===== config.mk =====
export PLATFORM = sky130hd
export DESIGN_NAME = conv_window_ctrl
export DESIGN_NICKNAME = d
export VERILOG_FILES = /design/src/rtl/conv_window_ctrl.sv
export SDC_FILE = /design/constraint.sdc
export NUM_CORES = 1
export LEC_CHECK = 0
export BUFFER_PORTS_ARGS = -buffer_cell sky130_fd_sc_hd__buf_2
export CORE_MARGIN = 5
export CORE_UTILIZATION = 51
export CTS_CLUSTER_SIZE = 25
export DETAILED_ROUTE_END_ITERATION = 16
export PLACE_DENSITY = 0.85
export SYNTH_ARGS = -nofsm -noshare
export SYNTH_HDL_FRONTEND = slang
export SYNTH_SLANG_ARGS = --single-unit
export TNS_END_PERCENT = 100

===== constraint.sdc =====
create_clock -name clock -period 5.2 [get_ports clock]
set_input_delay 0.26 -clock clock [delete_from_list [all_inputs] [get_ports clock]]
set_output_delay 0.26 -clock clock [all_outputs]
set_load 0.03 [all_outputs]

===== src/rtl/conv_window_ctrl.sv =====
// conv_window_ctrl: qualifies and registers KxK convolution windows from chained line buffers.
// Optional feature: define WINDOW_COUNT_EN to add the 16-bit window_count output.
module conv_window_ctrl #(
    parameter int KERNEL_SIZE = 3,
    parameter int DATA_SIZE   = 8,
    parameter int ROW_SIZE    = 5,
    parameter int COL_SIZE    = 5,
    parameter int STRIDE      = 1
) (
    input  logic                                      clock,
    input  logic                                      reset,
    input  logic                                      data_valid,
    input  logic [KERNEL_SIZE*KERNEL_SIZE*DATA_SIZE-1:0] window_in,
    output logic [KERNEL_SIZE*KERNEL_SIZE*DATA_SIZE-1:0] window_out,
    output logic                                      window_valid,
`ifdef WINDOW_COUNT_EN
    output logic                                      frame_done,
    output logic [15:0]                               window_count
`else
    output logic                                      frame_done
`endif
);

    localparam int W  = KERNEL_SIZE * KERNEL_SIZE * DATA_SIZE;
    localparam int CW = (ROW_SIZE > 1) ? $clog2(ROW_SIZE) : 1;
    localparam int RW = (COL_SIZE > 1) ? $clog2(COL_SIZE) : 1;
    localparam int SW = (STRIDE > 1) ? $clog2(STRIDE) : 1;

    logic [CW-1:0] r_col;
    logic [RW-1:0] r_row;
    logic [SW-1:0] r_col_ph;
    logic [SW-1:0] r_row_ph;

    logic          r_acc;
    logic          r_qual;
    logic          r_last;

    logic [W-1:0]  r_window_out;
    logic          r_window_valid;
    logic          r_frame_done;

    logic          w_col_last;
    logic          w_row_last;
    logic          w_col_ge;
    logic          w_row_ge;
    logic          w_qual;
    logic          w_frame_last;
    logic [SW-1:0] w_col_ph_step;
    logic [SW-1:0] w_row_ph_step;

    // Position decode: wrap points, kernel-fill thresholds, stride phase steps.
    always_comb begin
        w_col_last    = (r_col == CW'(ROW_SIZE - 1));
        w_row_last    = (r_row == RW'(COL_SIZE - 1));
        w_col_ge      = (32'(r_col) >= KERNEL_SIZE - 1);
        w_row_ge      = (32'(r_row) >= KERNEL_SIZE - 1);
        w_col_ph_step = (r_col_ph == SW'(STRIDE - 1)) ? '0 : r_col_ph + SW'(1);
        w_row_ph_step = (r_row_ph == SW'(STRIDE - 1)) ? '0 : r_row_ph + SW'(1);
        w_qual        = w_col_ge && w_row_ge
                        && (r_col_ph == '0) && (r_row_ph == '0);
        w_frame_last  = w_col_last && w_row_last;
    end

    // Raster counters and stride phases; phases only run once the kernel has filled.
    always_ff @(posedge clock or posedge reset) begin
        if (reset) begin
            r_col    <= '0;
            r_row    <= '0;
            r_col_ph <= '0;
            r_row_ph <= '0;
        end else if (data_valid) begin
            if (w_col_last) begin
                r_col    <= '0;
                r_col_ph <= '0;
                if (w_row_last) begin
                    r_row    <= '0;
                    r_row_ph <= '0;
                end else begin
                    r_row    <= r_row + RW'(1);
                    r_row_ph <= w_row_ge ? w_row_ph_step : '0;
                end
            end else begin
                r_col    <= r_col + CW'(1);
                r_col_ph <= w_col_ge ? w_col_ph_step : '0;
            end
        end
    end

    // Stage 1: accept strobe every cycle; pixel qualifiers hold through gaps.
    always_ff @(posedge clock or posedge reset) begin
        if (reset) begin
            r_acc  <= 1'b0;
            r_qual <= 1'b0;
            r_last <= 1'b0;
        end else begin
            r_acc <= data_valid;
            if (data_valid) begin
                r_qual <= w_qual;
                r_last <= w_frame_last;
            end
        end
    end

    // Stage 2: sample the line-buffer window one cycle after each accept.
    always_ff @(posedge clock or posedge reset) begin
        if (reset) begin
            r_window_out   <= '0;
            r_window_valid <= 1'b0;
            r_frame_done   <= 1'b0;
        end else begin
            if (r_acc) begin
                r_window_out <= window_in;
            end
            r_window_valid <= r_acc && r_qual;
            r_frame_done   <= r_acc && r_last;
        end
    end

`ifdef WINDOW_COUNT_EN
    logic [15:0] r_window_count;

    // Windows emitted this frame; restarts the cycle after frame_done.
    always_ff @(posedge clock or posedge reset) begin
        if (reset) begin
            r_window_count <= '0;
        end else if (r_frame_done) begin
            r_window_count <= (r_acc && r_qual) ? 16'd1 : 16'd0;
        end else if (r_acc && r_qual) begin
            r_window_count <= r_window_count + 16'd1;
        end
    end

    assign window_count = r_window_count;
`endif

    assign window_out   = r_window_out;
    assign window_valid = r_window_valid;
    assign frame_done   = r_frame_done;

endmodule


==> impl_metrics.csv <==
group,metric,value,unit
drt,drt_pass1_iterations,4,
drt,route.vias.total,2127,
drt,drcViolationCount,0,
clock_tree,cts.sink_count,83,
synthesis,synth_top_area_cell,"dfrtp_1",
worst_hold_path,hp-class,"in2reg",
grt,antenna_found_initial,0,
place,finalWeightedCongestion,0.7073,
clock_tree,clockBufferDepth,2,
synthesis,synth_cells,198,
floorplan,die_h,92.21,µm
sta,setup_tns,0,ns
grt,grt_max_degree,56,
floorplan,ios,149,
drt,dr_wl_met3,461,µm
worst_setup_path,slowest_stage,"buf_4",
worst_setup_path,start_kind,"register",
grt,grt.overflow.total,0,
grt,grt_pass1_wl,11.76,mm
cells_and_area,fillCellCount,521,
floorplan,dieArea,8503,µm²
drt,topRoutingLayerUsed,"met4",
worst_setup_path,worstPathArrival,2.23,ns
worst_setup_path,cp_max_fo,55,
sta,whs,0.1433,ns
floorplan,fp.dieW,92.21,µm
synthesis,ys_seq_elements,83,
synthesis,synthDominantCellAreaShare,60.25,%
clock_tree,cts_resized,0,
drt,wl_per_cell,16.72,µm
synthesis,ys_seq_area_share,60.25,%
cells_and_area,layout-drive-gt1-share,68.26,%
worst_setup_path,cp_top_family,"buffers and inverters",
worst_setup_path,slowest_delay,0.75,ns
synthesis,ys_top_cells_by_area,"dfrtp_1 60%, mux2_4 25%, mux2_2 5.6%",
floorplan,rows,30,
drt,drt_iter0_drc,85,
worst_setup_path,endpoint_kind,"register",
sta,finalClockSkew,0.006808,ns
worst_setup_path,worst-path-buf-inv,1,
place,dp_hpwl,5.226,mm
clock_tree,holdBufCountCts,1,
drt,routed_wl,7.292,mm
clock_tree,h-tree-depth,3,
floorplan,initial_utilization,51.59,%
synthesis,syn_avg_cell_area,17.41,µm²
sta,setup_viol,0,
sta,hold_viol_final,0,
sta,slew_headroom,40.69,%
clock_tree,numCtsBuffers,9,
cells_and_area,area_delta_synth_final,27.88,%
power_and_ir_drop,p_leak,2.326,nW
sta,worst_slew_pin_slew,0.8896,ns
sta,layout_worst_path_cycle_share,38.64,%
floorplan,core_area,6681,µm²
grt,grt_pass1_vias,2338,
clock_tree,cts_setup_buffers,0,
power_and_ir_drop,power.density,370.0,nW/µm²
synthesis,synthesis.area,3447,µm²
grt,grt_usage,17.80,%
cells_and_area,finalNetCount,432,
status,status,"complete, no violations",
drt,met2_length,3.856,mm
power_and_ir_drop,ir_drop,219.4,µV
sta,period_minus_slack,2.009,ns
synthesis,syn_nets,279,
sta,fmax,0.4977,GHz
worst_setup_path,cp.required,5.42,ns
clock_tree,cts_root_buf,"clkbuf_8",
synthesis,yosysWarningCount,0,
clock_tree,path_clk_slew,0.09,ns
worst_setup_path,rrSetupSlack,3.19,ns
drt,via_per_inst,4.878,
drt,drtAntennaViolNets,0,
worst_setup_path,crit_chain,"buf_4, mux2_2",
synthesis,ys_types,22,
sta,rsz0062_at_grt,"no",
clock_tree,clk_latency,0.33,ns
cells_and_area,n_antenna_cell,0,
place,portBuffers,148,
worst_setup_path,path_class,"reg2reg",
sta,drv_slew,0,
drt,met1_length,2.917,mm
flow_run,cap_violations,0,
clock_tree,cts_tree,"done",
==> synth_stat cells (all sizes together) <==
master	instances
a211oi	1
a21oi	2
a22o	1
a41o	1
and2	2
and2b	1
buf	9
dfrtp	83
ha	6
inv	6
mux2	75
mux2i	1
nand2	1
nand3	1
nand4	1
nor2	1
nor3	1
nor4b	1
o21a	1
o21ai	3
==> worst register-to-register path: stages (launching register included) <==
cell and delay, ns:
dfrtp_4 0.67, buf_4 0.75, mux2_2 0.48
==> logic make-up after synthesis <==
kind of cell | count (synthesis) | share of synthesized area (%)
compound gates | 9 | 1.706
fa+ha+maj | 6 | 2.178
simple gates | 9 | 1.524
buf+inv | 15 | 3.231
flops | 83 | 60.25
mux | 76 | 31.11
==> where the power goes <==
group | switching (mW) | internal, mW | total [mW]
logic | 0.238 | 0.185 | 0.423
clock network | 0.227 | 0.186 | 0.413
registers | 0.0644 | 0.730 | 0.794
==> registers in the layout (all words and copies together), names as in the netlist <==
name          flops
window_valid      1
frame_done        1
r_qual            1
r_last            1
r_row             3
r_col             3
r_acc             1
window_out       72
==> metal layers <==
metal	up-vias	track usage [%]
li1	992	-
met3	6	5.168
met4	0	5.693
met5	-	0
met2	78	31.20
met1	1051	21.00
==> final timing paths <==
path                                    start                         end  depth (start not counted)
min                             window_in[26]  window_out[26]$_DFFE_PP0P_                          2
max reg2reg                   r_acc$_DFF_PP0_  window_out[41]$_DFFE_PP0P_                          2
min in group asynchronous               reset  window_out[62]$_DFFE_PP0P_                          3
max                           r_acc$_DFF_PP0_  window_out[41]$_DFFE_PP0P_                          2
max in group asynchronous               reset             r_acc$_DFF_PP0_                          4
min reg2reg                r_qual$_DFFE_PP0P_      window_valid$_DFF_PP0_                          1
==> metrics by stage <==
stage | std cells | setup WS, ns | cell area (µm²) | utilization (%) | power [mW]
6_report | 436 | 3.191 | 4408 | 65.97 | 1.631
5_1_grt | 436 | 3.106 | 4408 | 65.97 | 1.726
4_1_cts | 436 | 3.191 | 4408 | 65.97 | 1.653
3_5_place_dp | 419 | 3.198 | 4219 | 63.15 | 1.229
3_3_place_gp | 419 | 3.251 | 4219 | 63.15 | 1.210
2_1_floorplan | 198 | 2.803 | 3447 | - | 1.099
==> placed cells by master (no fill, tap or decap), types with 2 or more instances in the layout <==
master and instances:
o21ai_0 3, and2_1 2, mux2_4 58, inv_1 5, a21oi_1 2, dfrtp_1 82, buf_2 148, mux2_2 17
clkinvlp_4 3, clkbuf_8 10, clkinv_2 3, buf_4 2, ha_1 6
==> layout make-up <==
cell class / instances / area (µm²) / share of cell area [%]
multi-input combinational: 100 / 1259 / 28.56
tap: 80 / 100.1 / 2.271
inverter: 6 / 23.77 / 0.5393
clock buffer: 10 / 137.6 / 3.122
timing repair buffer: 151 / 765.7 / 17.37
clock inverter: 6 / 41.29 / 0.9367
sequential: 83 / 2081 / 47.20
Power figures use the tool's default switching activity.
